--- src/rtl/pong_game_engine_if.sv ---
// Game-engine bus: frame pulse and paddle positions in, ball position, scores and status out.
interface pong_game_engine_if #(
    parameter int unsigned HEIGHT_COUNTER_SIZE = 9,
    parameter int unsigned WIDTH_COUNTER_SIZE  = 10
);
    logic                          frame_tick;
    logic [HEIGHT_COUNTER_SIZE:0]  paddle_1_pos;
    logic [HEIGHT_COUNTER_SIZE:0]  paddle_2_pos;
    logic [WIDTH_COUNTER_SIZE:0]   ball_pos_x;
    logic [HEIGHT_COUNTER_SIZE:0]  ball_pos_y;
    logic [3:0]                    score_1;
    logic [3:0]                    score_2;
    logic                          point_scored;
    logic                          game_over;

    // Frame source / paddle controllers / graphics side
    modport master (
        output frame_tick,
        output paddle_1_pos,
        output paddle_2_pos,
        input  ball_pos_x,
        input  ball_pos_y,
        input  score_1,
        input  score_2,
        input  point_scored,
        input  game_over
    );

    // Game engine side
    modport slave (
        input  frame_tick,
        input  paddle_1_pos,
        input  paddle_2_pos,
        output ball_pos_x,
        output ball_pos_y,
        output score_1,
        output score_2,
        output point_scored,
        output game_over
    );
endinterface

--- src/rtl/pong_game_engine.sv ---
// Pong game engine: advances the ball once per frame, bounces it off walls and
// paddles, detects misses, keeps scores and runs the serve delay between points.
// Optional feature macro: SPEEDUP_EN (ball speed grows on every paddle hit,
// saturating at twice the base speed, and is restored on each serve).
module pong_game_engine #(
    parameter int unsigned HEIGHT_COUNTER_SIZE = 9,
    parameter int unsigned WIDTH_COUNTER_SIZE  = 10,
    parameter int unsigned SCREEN_WIDTH        = 640,
    parameter int unsigned SCREEN_HEIGHT       = 480,
    parameter int unsigned PADDLE_1_X          = 16,
    parameter int unsigned PADDLE_2_X          = 616,
    parameter int unsigned PADDLE_WIDTH        = 8,
    parameter int unsigned PADDLE_HEIGHT       = 64,
    parameter int unsigned BALL_SIDE_SIZE      = 8,
    parameter int unsigned INITIAL_BALL_X      = 316,
    parameter int unsigned INITIAL_BALL_Y      = 236,
    parameter int unsigned BALL_SPEED          = 2,
    parameter int unsigned SERVE_DELAY_FRAMES  = 60,
    parameter int unsigned WIN_SCORE           = 7
) (
    input  logic                 clk,
    input  logic                 rst,
    pong_game_engine_if.slave    bus
);

    // Port widths and one-bit-wider arithmetic widths
    localparam int unsigned XW  = WIDTH_COUNTER_SIZE + 1;
    localparam int unsigned XE  = XW + 1;
    localparam int unsigned YW  = HEIGHT_COUNTER_SIZE + 1;
    localparam int unsigned YE  = YW + 1;
    localparam int unsigned SPW = $clog2(2 * BALL_SPEED + 1);
    localparam int unsigned CW  = $clog2(SERVE_DELAY_FRAMES + 1);
    localparam int unsigned SCW = 4;

    // Geometry constants
    localparam logic [XE-1:0]  FACE_LEFT   = XE'(PADDLE_1_X + PADDLE_WIDTH);
    localparam logic [XE-1:0]  FACE_RIGHT  = XE'(PADDLE_2_X - BALL_SIDE_SIZE);
    localparam logic [XE-1:0]  X_MAX       = XE'(SCREEN_WIDTH - BALL_SIDE_SIZE);
    localparam logic [YE-1:0]  Y_MAX       = YE'(SCREEN_HEIGHT - BALL_SIDE_SIZE);
    localparam logic [YE-1:0]  BALL_SIDE_Y = YE'(BALL_SIDE_SIZE);
    localparam logic [YE-1:0]  PADDLE_H_Y  = YE'(PADDLE_HEIGHT);
    localparam logic [XW-1:0]  SERVE_X     = XW'(INITIAL_BALL_X);
    localparam logic [YW-1:0]  SERVE_Y     = YW'(INITIAL_BALL_Y);
    localparam logic [CW-1:0]  SERVE_LAST  = CW'(SERVE_DELAY_FRAMES);
    localparam logic [SCW-1:0] SCORE_WIN   = SCW'(WIN_SCORE);
    localparam logic [SPW-1:0] SPEED_INIT  = SPW'(BALL_SPEED);

    typedef enum logic [1:0] {
        ST_SERVE     = 2'd0,
        ST_PLAY      = 2'd1,
        ST_GAME_OVER = 2'd2
    } state_t;

    state_t           state;
    logic [XW-1:0]    ball_x;
    logic [YW-1:0]    ball_y;
    logic             dx_right;
    logic             dy_down;
    logic [CW-1:0]    serve_cnt;
    logic [SCW-1:0]   score_1;
    logic [SCW-1:0]   score_2;
    logic             point_scored;
    logic             game_over;
    logic [SPW-1:0]   speed;

    logic [XE-1:0]    x_e;
    logic [XE-1:0]    speed_x;
    logic [XE-1:0]    x_step;
    logic [YE-1:0]    y_e;
    logic [YE-1:0]    speed_y;
    logic [YE-1:0]    pad_1_e;
    logic [YE-1:0]    pad_2_e;
    logic [YE-1:0]    y_next;
    logic             dy_next;
    logic             overlap_1;
    logic             overlap_2;
    logic             hit_left;
    logic             hit_right;
    logic             miss_left;
    logic             miss_right;
    logic [CW-1:0]    serve_cnt_inc;
    logic [SCW-1:0]   score_1_inc;
    logic [SCW-1:0]   score_2_inc;

    assign x_e           = XE'(ball_x);
    assign y_e           = YE'(ball_y);
    assign speed_x       = XE'(speed);
    assign speed_y       = YE'(speed);
    assign pad_1_e       = YE'(bus.paddle_1_pos);
    assign pad_2_e       = YE'(bus.paddle_2_pos);
    assign serve_cnt_inc = CW'(serve_cnt + CW'(1));
    assign score_1_inc   = SCW'(score_1 + SCW'(1));
    assign score_2_inc   = SCW'(score_2 + SCW'(1));

`ifdef SPEEDUP_EN
    localparam logic [SPW-1:0] SPEED_MAX = SPW'(2 * BALL_SPEED);

    // Speed grows by one per paddle hit up to twice the base, resets on serve
    always_ff @(posedge clk) begin
        if (rst) begin
            speed <= SPEED_INIT;
        end else if (bus.frame_tick && state == ST_PLAY) begin
            if (hit_left || hit_right) begin
                if (speed < SPEED_MAX) begin
                    speed <= SPW'(speed + SPW'(1));
                end
            end else if (miss_left || miss_right) begin
                speed <= SPEED_INIT;
            end
        end
    end
`else
    assign speed = SPEED_INIT;
`endif

    // Vertical resolution: bounce off top and bottom walls
    always_comb begin
        y_next  = y_e;
        dy_next = dy_down;
        if (!dy_down && (y_e < speed_y)) begin
            y_next  = '0;
            dy_next = 1'b1;
        end else if (dy_down && (YE'(y_e + speed_y) >= Y_MAX)) begin
            y_next  = Y_MAX;
            dy_next = 1'b0;
        end else if (dy_down) begin
            y_next  = YE'(y_e + speed_y);
        end else begin
            y_next  = YE'(y_e - speed_y);
        end
    end

    // Horizontal resolution: paddle hits take priority over misses
    always_comb begin
        overlap_1  = (YE'(y_e + BALL_SIDE_Y) > pad_1_e) && (y_e < YE'(pad_1_e + PADDLE_H_Y));
        overlap_2  = (YE'(y_e + BALL_SIDE_Y) > pad_2_e) && (y_e < YE'(pad_2_e + PADDLE_H_Y));
        hit_left   = !dx_right && (x_e >= FACE_LEFT) &&
                     (XE'(x_e - speed_x) <= FACE_LEFT) && overlap_1;
        hit_right  = dx_right && (x_e <= FACE_RIGHT) &&
                     (XE'(x_e + speed_x) >= FACE_RIGHT) && overlap_2;
        miss_left  = !dx_right && (x_e < speed_x);
        miss_right = dx_right && (XE'(x_e + speed_x) > X_MAX);
        x_step     = dx_right ? XE'(x_e + speed_x) : XE'(x_e - speed_x);
    end

    // Game state machine; every update happens on a frame tick
    always_ff @(posedge clk) begin
        if (rst) begin
            state        <= ST_SERVE;
            ball_x       <= SERVE_X;
            ball_y       <= SERVE_Y;
            dx_right     <= 1'b1;
            dy_down      <= 1'b1;
            serve_cnt    <= '0;
            score_1      <= '0;
            score_2      <= '0;
            point_scored <= 1'b0;
            game_over    <= 1'b0;
        end else begin
            point_scored <= 1'b0;
            if (bus.frame_tick) begin
                case (state)
                    ST_SERVE: begin
                        ball_x <= SERVE_X;
                        ball_y <= SERVE_Y;
                        if (serve_cnt_inc == SERVE_LAST) begin
                            serve_cnt <= '0;
                            state     <= ST_PLAY;
                        end else begin
                            serve_cnt <= serve_cnt_inc;
                        end
                    end
                    ST_PLAY: begin
                        ball_y  <= YW'(y_next);
                        dy_down <= dy_next;
                        if (hit_left) begin
                            ball_x   <= XW'(FACE_LEFT);
                            dx_right <= 1'b1;
                        end else if (hit_right) begin
                            ball_x   <= XW'(FACE_RIGHT);
                            dx_right <= 1'b0;
                        end else if (miss_left) begin
                            score_2      <= score_2_inc;
                            point_scored <= 1'b1;
                            ball_x       <= SERVE_X;
                            ball_y       <= SERVE_Y;
                            dx_right     <= 1'b0;
                            serve_cnt    <= '0;
                            if (score_2_inc == SCORE_WIN) begin
                                state     <= ST_GAME_OVER;
                                game_over <= 1'b1;
                            end else begin
                                state     <= ST_SERVE;
                            end
                        end else if (miss_right) begin
                            score_1      <= score_1_inc;
                            point_scored <= 1'b1;
                            ball_x       <= SERVE_X;
                            ball_y       <= SERVE_Y;
                            dx_right     <= 1'b1;
                            serve_cnt    <= '0;
                            if (score_1_inc == SCORE_WIN) begin
                                state     <= ST_GAME_OVER;
                                game_over <= 1'b1;
                            end else begin
                                state     <= ST_SERVE;
                            end
                        end else begin
                            ball_x <= XW'(x_step);
                        end
                    end
                    ST_GAME_OVER: begin
                        ball_x    <= SERVE_X;
                        ball_y    <= SERVE_Y;
                        game_over <= 1'b1;
                    end
                    default: begin
                        state <= ST_SERVE;
                    end
                endcase
            end
        end
    end

    assign bus.ball_pos_x   = ball_x;
    assign bus.ball_pos_y   = ball_y;
    assign bus.score_1      = score_1;
    assign bus.score_2      = score_2;
    assign bus.point_scored = point_scored;
    assign bus.game_over    = game_over;

endmodule

--- src/flat_wrapper.sv ---
// flat-port wrapper written by rule: the top's interface ports become plain ports
module pong_game_engine_flat 
#(
    parameter int unsigned HEIGHT_COUNTER_SIZE = 9,
    parameter int unsigned WIDTH_COUNTER_SIZE  = 10,
    parameter int unsigned SCREEN_WIDTH        = 640,
    parameter int unsigned SCREEN_HEIGHT       = 480,
    parameter int unsigned PADDLE_1_X          = 16,
    parameter int unsigned PADDLE_2_X          = 616,
    parameter int unsigned PADDLE_WIDTH        = 8,
    parameter int unsigned PADDLE_HEIGHT       = 64,
    parameter int unsigned BALL_SIDE_SIZE      = 8,
    parameter int unsigned INITIAL_BALL_X      = 316,
    parameter int unsigned INITIAL_BALL_Y      = 236,
    parameter int unsigned BALL_SPEED          = 2,
    parameter int unsigned SERVE_DELAY_FRAMES  = 60,
    parameter int unsigned WIN_SCORE           = 7
)
  (clk, rst, bus_frame_tick, bus_paddle_1_pos, bus_paddle_2_pos, bus_ball_pos_x, bus_ball_pos_y, bus_score_1, bus_score_2, bus_point_scored, bus_game_over);
  pong_game_engine_if #(.HEIGHT_COUNTER_SIZE(HEIGHT_COUNTER_SIZE), .WIDTH_COUNTER_SIZE(WIDTH_COUNTER_SIZE)) bus_i ();
  input  logic clk;
  input  logic rst;
  input wire logic [$bits(bus_i.frame_tick)-1:0] bus_frame_tick;
  input wire logic [$bits(bus_i.paddle_1_pos)-1:0] bus_paddle_1_pos;
  input wire logic [$bits(bus_i.paddle_2_pos)-1:0] bus_paddle_2_pos;
  output wire logic [$bits(bus_i.ball_pos_x)-1:0] bus_ball_pos_x;
  output wire logic [$bits(bus_i.ball_pos_y)-1:0] bus_ball_pos_y;
  output wire logic [$bits(bus_i.score_1)-1:0] bus_score_1;
  output wire logic [$bits(bus_i.score_2)-1:0] bus_score_2;
  output wire logic [$bits(bus_i.point_scored)-1:0] bus_point_scored;
  output wire logic [$bits(bus_i.game_over)-1:0] bus_game_over;
  assign bus_i.frame_tick = bus_frame_tick;
  assign bus_i.paddle_1_pos = bus_paddle_1_pos;
  assign bus_i.paddle_2_pos = bus_paddle_2_pos;
  assign bus_ball_pos_x = bus_i.ball_pos_x;
  assign bus_ball_pos_y = bus_i.ball_pos_y;
  assign bus_score_1 = bus_i.score_1;
  assign bus_score_2 = bus_i.score_2;
  assign bus_point_scored = bus_i.point_scored;
  assign bus_game_over = bus_i.game_over;
  pong_game_engine #(.HEIGHT_COUNTER_SIZE(HEIGHT_COUNTER_SIZE), .WIDTH_COUNTER_SIZE(WIDTH_COUNTER_SIZE), .SCREEN_WIDTH(SCREEN_WIDTH), .SCREEN_HEIGHT(SCREEN_HEIGHT), .PADDLE_1_X(PADDLE_1_X), .PADDLE_2_X(PADDLE_2_X), .PADDLE_WIDTH(PADDLE_WIDTH), .PADDLE_HEIGHT(PADDLE_HEIGHT), .BALL_SIDE_SIZE(BALL_SIDE_SIZE), .INITIAL_BALL_X(INITIAL_BALL_X), .INITIAL_BALL_Y(INITIAL_BALL_Y), .BALL_SPEED(BALL_SPEED), .SERVE_DELAY_FRAMES(SERVE_DELAY_FRAMES), .WIN_SCORE(WIN_SCORE)) u_core (.clk(clk), .rst(rst), .bus(bus_i));
endmodule
--- config.mk ---
export PLATFORM = sky130hd
export DESIGN_NAME = pong_game_engine_flat
export DESIGN_NICKNAME = d
export VERILOG_FILES = /design/src/rtl/pong_game_engine_if.sv /design/src/rtl/pong_game_engine.sv /design/src/flat_wrapper.sv
export SDC_FILE = /design/constraint.sdc
export NUM_CORES = 1
export LEC_CHECK = 0
export CAP_MARGIN = 15
export CORE_UTILIZATION = 40
export CTS_BUF_LIST = sky130_fd_sc_hd__clkbuf_16
export CTS_CLUSTER_DIAMETER = 100
export DETAILED_ROUTE_END_ITERATION = 8
export HOLD_SLACK_MARGIN = 0.02
export PLACE_DENSITY = 0.62
export RECOVER_POWER = 100
export SYNTH_ARGS = -nofsm -noshare
export SYNTH_HDL_FRONTEND = slang
export SYNTH_SLANG_ARGS = --single-unit
--- constraint.sdc ---
create_clock -name clk -period 7.4 [get_ports clk]
set_clock_uncertainty 0.05 [all_clocks]
set_input_delay 0.74 -clock clk [delete_from_list [all_inputs] [get_ports clk]]
set_output_delay 0.74 -clock clk [all_outputs]
set_load 0.01 [all_outputs]
==> results_dict.tcl, run 1 <==
set metrics [dict create \
    clkLatencyLatePin_ns 0.28 \
    grt_pass1_wl_um 18610 \
    viasPerCell 5.742 \
    cts-htree-levels 2 \
    regToRegSetupSlack_ns 2.78 \
    end_kind "register" \
    nFillCells 990 \
    start_kind "register" \
    finalHoldViolCount 0 \
    path_clk_slew_ns 0.05 \
    worst_slew_pin_slew_ns 0.9672 \
    dr.pass1.iters 5 \
    clkPwrFrac_pct 42.3 \
    p_per_area_mw_per_mm2 99.12 \
    synthMuxAreaShare_pct 2.852 \
    synthTopCellsByArea "dfxtp_1 19%, ha_1 16%, a21oi_1 4.7%" \
    yosys.area_share.adder_pct 15.78 \
    core_area_mm2 0.009864 \
    synth-seq-area-share_pct 19.42 \
    ant_nets 0 \
    netlist.area_leader.share_pct 19.42 \
    rsz0062_at_grt "no" \
    fmax_mhz 216.4 \
    pwr-share-seq_pct 45.8 \
    rows 36 \
    cts_tree "yes" \
    antenna_cells 0 \
    maxCapViolCount 0 \
    required_ns 7.53 \
    power_mw 0.4750 \
    io_pins 54 \
    holdWs_ns 0.4299 \
    post-dp-hpwl_um 8297 \
    dr.first_iter.drc_count 309 \
    clock-root-buffer "clkbuf_16" \
    min_from "u_core.bus.game_over$_SDFFE_PP0P_" \
    cp_slowest_cell "nor4b_1" \
    min_path_type "reg -> reg" \
    ctsResizeCount 0 \
    critPathMaxFanout 20 \
    routabilityCongestion 0.8897 \
    crit_start "u_core.bus.ball_pos_y[5]$_SDFFE_PP1P_" \
    p_leak_nw 2.004 \
    setup_viol 0 \
    synth_edf_count 0 \
    die_x_um 103.5 \
    start_util_pct 41.81 \
    die_area_mm2 0.01072 \
    synth_top_family_by_area "simple AND/OR/NAND/NOR gates" \
    hold_path_end "u_core.bus.game_over$_SDFFE_PP0P_" \
    synth-seq-cells 40 \
    portBuffers 52 \
    vias 4088 \
    p_switching_mw 0.1095 \
    synth_area_leader_cell "dfxtp_1" \
    antenna_found_initial 0 \
    synthesis.nets 624 \
    area_delta_synth_final_pct 16.20 \
    internal_power_mw 0.3655 \
    synth-simple-area-share_pct 26.58 \
    r2r_start "u_core.bus.ball_pos_y[5]$_SDFFE_PP1P_" \
    grt-ovfl-total 0 \
    gr-usage-all-layers_pct 20.84 \
    cts_made_buffers 5 \
    synthFlopType "dfxtp_1" \
    grt_max_degree 40 \
    path_class "reg -> reg" \
    layout_worst_path_cycle_share_pct 62.44 \
    yosys_warnings 0 \
    synth_compound_area_share_pct 23.33 \
    drive_above_1_share_pct 4.663 \
    drc 0 \
    reg2reg_depth 12 \
    maxSlewViolCount 0 \
    status "complete, no violations" \
    synth_cells 549 \
    crit_chain "nand3_1 -> nor2_1 -> xnor2_1 -> ha_1 -> nand4_1 -> a211oi_1 -> nor4_1 -> a21oi_1 -> nor4b_1 -> or3_1 -> o21ai_0 -> a311oi_1" \
    async_reset_ff_share_pct 0 \
    p_comb_share_pct 12.0 \
    die_y_um 103.5 \
    grt_pass1_vias 3752 \
    cts_buffer_depth 2 \
    r2r_end "u_core.serve_cnt[4]$_SDFFE_PP0P_" \
    syn_avg_cell_area_um2 7.512 \
    min_period_ns 4.620 \
    cts_setup_buffers 0 \
    syn_area_mm2 0.004124 \
    clkSinkCount 40 \
    max_stage_delay_ns 0.81 \
    whs_path_depth 2 \
    wl_per_cell_um 15.51 \
    nets 654 \
    ir_drop_mv 0.1030 \
    tns_ns 0 \
    slew_headroom_pct 34.61 \
    totalWireLength_um 11040 \
    ys_types 73 \
    cp.arrival_ns 4.75 \
    synth-xor-area-share_pct 4.248 \
    hold_buffers 0 \
    sw_frac_of_total_pct 23.06 \
]
==> state kept, by name, indices dropped and copies added (netlist names) <==
register	flops
u_core.bus.point_scored	1
u_core.bus.ball_pos_y	10
u_core.state	2
u_core.dy_down	1
u_core.bus.ball_pos_x	10
u_core.serve_cnt	6
u_core.bus.score_2	4
u_core.bus.game_over	1
u_core.bus.score_1	4
u_core.dx_right	1
==> final cells by class <==
class	instances	area [um^2]	area share (%)
Multi-Input combinational cell	436	2999	62.58
Sequential cell	40	800.8	16.71
Timing Repair Buffer	53	528.0	11.02
Tap cell	133	166.4	3.473
Inverter	43	163.9	3.420
Clock buffer	5	125.1	2.611
Clock inverter	2	8.758	0.1828
==> worst max-delay path, delay by kind of cell, from the launching register on <==
kind                       cells  cell delay [ns]
xor gates and xnor gates       1             0.13
AOI/OAI and AO/OA              4             1.15
DFF                            1             0.66
and+or+nand+nor                6             2.19
adders and majority gates      1             0.34
==> logic make-up after synthesis <==
group / after synthesis
AO/OA/AOI/OAI: 141
multiplexers: 11
buffers and inverters: 73
AND/OR/NAND/NOR: 211
other: 1
flip-flops: 40
XOR/XNOR: 20
adder cells (fa/ha/maj): 52
==> synth_stat cells (all sizes together) (3+ instances only) <==
cell    number
nor2b        8
a211oi       8
and3         6
nor4         6
nor2        48
nor3        14
nand4       15
xnor2       11
dfxtp       40
mux2         6
buf         17
o22ai        6
o31ai        4
and2         4
o21a         6
a311oi       5
a41oi        3
nand3b       6
nand2b       9
nand3       24
a21o         7
or4          4
ha          52
mux2i        5
or3          8
a21oi       39
a31oi       10
nand2       47
clkbuf      13
o21ai       20
xor2         9
a32oi        6
inv         43
o211ai       3
==> layer usage <==
layer	up-vias	GRT usage (%)	wire [um]
met1	1894	29.80	5418
met2	121	33.51	4951
met3	10	2.832	598
met5	-	0	0
met4	0	3.623	74
li1	2063	-	-
==> placed cells by master, fill, tap and decap left out, types with 9 or more instances in the layout <==
cell              n
clkdlybuf4s50_1  22
ha_1             52
a21oi_1          39
xnor2_1          11
nand2_1          46
nand2b_1          9
xor2_1            9
nor2_1           48
nand4_1          14
a31oi_1          10
dlygate4sd3_1    30
dfxtp_1          40
inv_1            42
o21ai_0          20
nor3_1           14
nand3_1          24
==> how the worst max path moves through the flow <==
stage	cells past startpoint	end
2_1_floorplan	14	u_core.bus.score_1[3]$_SDFFE_PP0P_
3_5_place_dp	12	u_core.serve_cnt[4]$_SDFFE_PP0P_
4_1_cts	13	u_core.serve_cnt[4]$_SDFFE_PP0P_
5_1_grt	12	u_core.serve_cnt[4]$_SDFFE_PP0P_
6_report	12	u_core.serve_cnt[4]$_SDFFE_PP0P_
3_3_place_gp	12	u_core.serve_cnt[5]$_SDFFE_PP0P_
==> power by group through the flow <==
stage	clock network (mW)	logic [mW]	registers, mW
after floorplan	0	0.0346	0.222
after global placement	0	0.0555	0.222
after detailed placement	0	0.0562	0.222
after CTS	0.208	0.0569	0.217
after global routing	0.216	0.0652	0.217
final	0.201	0.0568	0.217
==> stage by stage <==
step	utilization [%]	cell area (um^2)	worst slack, ns	instances
final	48.58	4792	2.780	712
after global routing	48.58	4792	2.312	712
after CTS	48.64	4798	2.954	712
after detailed placement	47.29	4664	2.728	705
after global placement	47.29	4664	2.877	705
after floorplan	-	4124	3.958	549
(Power assumes the default switching activity.)
==> run 2: changes to the inputs <==
==> constraint.sdc (replaced) <==
create_clock -name clk -period 4.3 [get_ports clk]
set_clock_uncertainty 0.05 [all_clocks]
set_input_delay 0.43 -clock clk [delete_from_list [all_inputs] [get_ports clk]]
set_output_delay 0.43 -clock clk [all_outputs]
set_load 0.01 [all_outputs]
==> results_dict.tcl, run 2 (synthesized netlist as in run 1, its figures left out) <==
set metrics [dict create \
    min_from "u_core.bus.game_over$_SDFFE_PP0P_" \
    r2r_start "u_core.bus.ball_pos_y[3]$_SDFFE_PP1P_" \
    clkSinkCount 40 \
    fmax_mhz 255.6 \
    layout_worst_path_cycle_share_pct 91.00 \
    vias 4173 \
    final_cell_mix "52 x ha_1, 48 x nor2_1, 46 x nand2_1" \
    top_layer_used "met4" \
    setup_viol 0 \
    min_period_ns 3.913 \
    drive_above_1_share_pct 6.081 \
    hold_path_end "u_core.bus.game_over$_SDFFE_PP0P_" \
    final_core_util_pct 49.64 \
    grt_pass1_wl_um 19030 \
    clkLatencyLatePin_ns 0.28 \
    nFillCells 957 \
    min_path_type "reg -> reg" \
    post-dp-hpwl_um 8842 \
    die_x_um 103.5 \
    wl_per_cell_um 15.86 \
    reg2reg_depth 13 \
    wl_met3_um 486 \
    die_y_um 103.5 \
    portBuffers 52 \
    grt-ovfl-total 0 \
    cts_buffer_depth 2 \
    path_clk_slew_ns 0.06 \
    finalHoldViolCount 0 \
    r2r_end "u_core.bus.score_1[3]$_SDFFE_PP0P_" \
    io_pins 54 \
    grt_pass1_vias 3950 \
    ctsResizeCount 0 \
    clock-root-buffer "clkbuf_16" \
    cts_tree "yes" \
    grt_max_degree 24 \
    cts_setup_buffers 0 \
    nets 666 \
    critPathBufInv 1 \
    antenna_cells 0 \
    ir_drop_mv 0.2022 \
    routabilityCongestion 0.9521 \
    final_common_cell "ha_1" \
    cp_slowest_cell "or4_1" \
    start_util_pct 41.81 \
    hold_buffers 0 \
    cts_made_buffers 5 \
    drc 0 \
    ant_nets 0 \
    power_mw 0.8953 \
    area_delta_synth_final_pct 18.75 \
    whs_path_depth 2 \
    dr.pass1.iters 5 \
    viasPerCell 5.756 \
    path_depth 13 \
    fin_cells 725 \
    path_class "reg -> reg" \
    cp.arrival_ns 4.08 \
    antenna_found_initial 0 \
    end_kind "register" \
    worst_slew_pin_slew_ns 0.7995 \
    required_ns 4.46 \
    crit_chain "ha_1 -> and3_1 -> xor2_1 -> ha_1 -> nand4_1 -> o22ai_1 -> nor4_1 -> a21oi_1 -> nor4b_1 -> clkbuf_1 -> or4_1 -> or4_1 -> o21ai_0" \
    regToRegSetupSlack_ns 0.39 \
    rsz0062_at_grt "no" \
    core_area_mm2 0.009864 \
    die_area_mm2 0.01072 \
    maxSlewViolCount 0 \
    drt-met1-wl_um 5590 \
    rows 36 \
    gr-usage-all-layers_pct 21.25 \
    crit_family "simple AND/OR/NAND/NOR gates" \
    dp.cells 717 \
    p_leak_nw 2.054 \
    p_per_area_mw_per_mm2 182.8 \
    wl_met2_um 5269 \
    dr.first_iter.drc_count 248 \
    critPathMaxFanout 9 \
    status "complete, no violations" \
    cts-htree-levels 2 \
    start_kind "register" \
    slew_headroom_pct 46.53 \
    totalWireLength_um 11500 \
    tns_ns 0 \
    max_stage_delay_ns 0.64 \
    maxCapViolCount 0 \
]
-- run 2: cell types whose count changed in the layout (fill, tap and decap cells not counted), sizes merged --
| cell | previous run | this run |
|---|---|---|
| buf | 1 | 8 |
| dlygate4sd3 | 30 | 27 |
| clkinvlp | 0 | 1 |
| clkdlybuf4s50 | 22 | 25 |
| inv | 44 | 43 |
| bufinv | 0 | 1 |
| clkbuf | 5 | 10 |
-- run 2: worst max-delay path by stage --
stage	endpoint	start
after CTS	u_core.bus.score_1[3]$_SDFFE_PP0P_	u_core.bus.ball_pos_y[3]$_SDFFE_PP1P_
final	u_core.bus.score_1[3]$_SDFFE_PP0P_	u_core.bus.ball_pos_y[3]$_SDFFE_PP1P_
after detailed placement	u_core.bus.score_1[3]$_SDFFE_PP0P_	u_core.bus.ball_pos_y[3]$_SDFFE_PP1P_
after global placement	u_core.serve_cnt[4]$_SDFFE_PP0P_	u_core.bus.ball_pos_y[3]$_SDFFE_PP1P_
after floorplan	u_core.bus.score_1[3]$_SDFFE_PP0P_	u_core.bus.ball_pos_y[6]$_SDFFE_PP1P_
after global routing	u_core.serve_cnt[0]$_SDFFE_PP0P_	u_core.bus.ball_pos_y[3]$_SDFFE_PP1P_
-- run 2: metal layers --
metal	track usage (%)	vias to the layer above
met4	6.729	0
li1	-	2089
met2	34.28	121
met3	2.077	15
met1	29.68	1948
met5	0	-
-- run 2: layout make-up --
type                            count  area, um^2  area share (%)
Clock buffer                        5       125.1           2.555
Clock inverter                      3       42.54          0.8687
Inverter                           43       163.9           3.347
Multi-Input combinational cell    436        2999           61.24
Sequential cell                    40       800.8           16.35
Tap cell                          133       166.4           3.398
Timing Repair Buffer               65       599.3           12.24
-- run 2: power by group --
| group | internal, mW | switching, mW | total [mW] |
|---|---|---|---|
| clock | 0.273 | 0.150 | 0.422 |
| sequential | 0.372 | 0.00175 | 0.374 |
| combinational | 0.0486 | 0.0505 | 0.0990 |
| total | 0.693 | 0.202 | 0.895 |
-- run 2: worst register-to-register path, cell delays in order (launching register included) --
cell and delay, ns:
dfxtp_1 0.51, ha_1 0.27, and3_1 0.24, xor2_1 0.25, ha_1 0.29, nand4_1 0.15, o22ai_1 0.11, nor4_1 0.31
a21oi_1 0.10, nor4b_1 0.19, clkbuf_1 0.16, or4_1 0.64, or4_1 0.50, o21ai_0 0.07
-- run 2: stage by stage --
step           instance area (um^2)  setup slack, ns  hold WS, ns
2_1_floorplan                  4124           0.8581       0.3982
3_3_place_gp                   4755           0.5816       0.4140
3_5_place_dp                   4755           0.4024       0.4270
4_1_cts                        4922           0.3914       0.4419
5_1_grt                        4897          0.05003       0.4692
6_report                       4897           0.3870       0.4359
==> run 3: changes to the inputs <==
--- a/config.mk
+++ b/config.mk
@@ -13,6 +13,8 @@
 export HOLD_SLACK_MARGIN = 0.02
 export PLACE_DENSITY = 0.62
 export RECOVER_POWER = 100
+export REMOVE_ABC_BUFFERS = 1
+export SLEW_MARGIN = 30
 export SYNTH_ARGS = -nofsm -noshare
 export SYNTH_HDL_FRONTEND = slang
 export SYNTH_SLANG_ARGS = --single-unit
==> results_dict.tcl, run 3 (synthesized netlist as in run 1, its figures left out) <==
set metrics [dict create \
    status "complete, no violations" \
    antenna_found_initial 0 \
    fmax_mhz 268.9 \
    die_area_mm2 0.01072 \
    final-seq-area_um2 800.8 \
    hold_buffers 0 \
    area_delta_synth_final_pct 18.90 \
    critPathMaxFanout 10 \
    end_kind "register" \
    min_period_ns 3.719 \
    p_per_area_mw_per_mm2 182.0 \
    grt-ovfl-total 0 \
    cts_buffer_depth 2 \
    rows 36 \
    p_leak_nw 2.054 \
    vias 4198 \
    crit_top_cell "a21oi_1" \
    required_ns 4.43 \
    regToRegSetupSlack_ns 0.58 \
    crit_chain "ha_1 -> nand3_1 -> o21ai_0 -> nand2_1 -> a221o_4 -> a21oi_1 -> or3_1 -> clkbuf_1 -> a21oi_1 -> o31ai_1" \
    r2r_start "u_core.bus.ball_pos_x[2]$_SDFFE_PP1P_" \
    post-dp-hpwl_um 8796 \
    cts_tree "yes" \
    core_area_mm2 0.009864 \
    setup_viol 0 \
    final_cell_mix "52 x ha_1, 48 x nor2_1, 46 x nand2_1" \
    wl_per_cell_um 15.76 \
    r2r_end "u_core.state[0]$_SDFFE_PP0P_" \
    final_common_cell "ha_1" \
    ir_drop_mv 0.1970 \
    min_path_type "reg -> reg" \
    cts-htree-levels 2 \
    whs_path_depth 2 \
    nFillCells 964 \
    min_from "u_core.bus.game_over$_SDFFE_PP0P_" \
    clkSinkCount 40 \
    routabilityCongestion 0.9388 \
    grt_pass1_vias 3980 \
    gr-usage-all-layers_pct 21.25 \
    dr.first_iter.drc_count 280 \
    crit_family "compound AO/OA/AOI/OAI gates" \
    ctsResizeCount 0 \
    antenna_cells 0 \
    ant_nets 0 \
    die_x_um 103.5 \
    tns_ns 0 \
    cp_slowest_cell "dfxtp_1" \
    viasPerCell 5.798 \
    reg2reg_depth 10 \
    path_clk_slew_ns 0.06 \
    critPathBufInv 1 \
    dpl_cell_area_mm2 0.004747 \
    slew_headroom_pct 53.54 \
    dr.pass1.iters 5 \
    clock-root-buffer "clkbuf_16" \
    start_util_pct 41.81 \
    io_pins 54 \
    worst_slew_pin_slew_ns 0.6954 \
    holdWs_ns 0.4378 \
    die_y_um 103.5 \
    cts_setup_buffers 0 \
    path_class "reg -> reg" \
    portBuffers 52 \
    drive_above_1_share_pct 6.430 \
    cp.arrival_ns 3.85 \
    nets 665 \
    drc 0 \
    power_mw 0.8924 \
    max_stage_delay_ns 0.54 \
    hold_path_end "u_core.bus.game_over$_SDFFE_PP0P_" \
    clkLatencyLatePin_ns 0.28 \
    totalWireLength_um 11410 \
    start_kind "register" \
    rsz0062_at_grt "no" \
    multi_input_area_mm2 0.003005 \
    layout_worst_path_cycle_share_pct 86.50 \
    cts_made_buffers 5 \
    maxSlewViolCount 0 \
    grt_pass1_wl_um 19060 \
    maxCapViolCount 0 \
    fin_area_mm2 0.004903 \
    grt_max_degree 30 \
    finalHoldViolCount 0 \
]
[run 3: where the power goes]
group	internal, mW	switching [mW]	total [mW]
Clock	0.272	0.147	0.420
Combinational	0.0487	0.0502	0.0989
Sequential	0.372	0.00149	0.374
[run 3: tightest hold or removal path: stages (launching register included)]
cell and delay, ns:
dfxtp_1 0.32, inv_1 0.05, a311oi_1 0.07
[run 3: worst max-delay path by stage]
stage / cells past startpoint / startpoint / endpoint
2_1_floorplan: 13 / u_core.bus.ball_pos_y[4]$_SDFFE_PP0P_ / u_core.serve_cnt[3]$_SDFFE_PP0P_
4_1_cts: 9 / u_core.bus.ball_pos_x[2]$_SDFFE_PP1P_ / u_core.serve_cnt[5]$_SDFFE_PP0P_
5_1_grt: 10 / u_core.bus.ball_pos_x[2]$_SDFFE_PP1P_ / u_core.state[1]$_SDFFE_PP0P_
6_report: 10 / u_core.bus.ball_pos_x[2]$_SDFFE_PP1P_ / u_core.state[0]$_SDFFE_PP0P_
3_5_place_dp: 12 / bus_paddle_1_pos[6] / u_core.serve_cnt[5]$_SDFFE_PP0P_
3_3_place_gp: 9 / u_core.bus.ball_pos_x[2]$_SDFFE_PP1P_ / u_core.serve_cnt[3]$_SDFFE_PP0P_
[run 3: per-stage QoR]
stage / utilization [%] / worst slack, ns / cells
floorplan: - / 0.6931 / 519
global route: 49.71 / 0.2571 / 724
finish: 49.71 / 0.5807 / 724
global placement: 48.12 / 0.7003 / 716
detailed placement: 48.12 / 0.6226 / 716
CTS: 49.82 / 0.6672 / 724
[run 3: cell type report]
type / count / share of cell area [%]
Clock buffer: 5 / 2.552
Timing Repair Buffer: 64 / 12.22
Tap cell: 133 / 3.394
Multi-Input combinational cell: 436 / 61.29
Sequential cell: 40 / 16.33
Inverter: 43 / 3.343
Clock inverter: 3 / 0.8676
[run 3: per-layer routing]
metal / up-vias / track usage (%) / wire [um]
met3: 10 / 2.958 / 562
met2: 117 / 34.66 / 5214
li1: 2090 / - / -
met4: 0 / 5.797 / 131
met1: 1981 / 29.16 / 5498
met5: - / 0 / 0
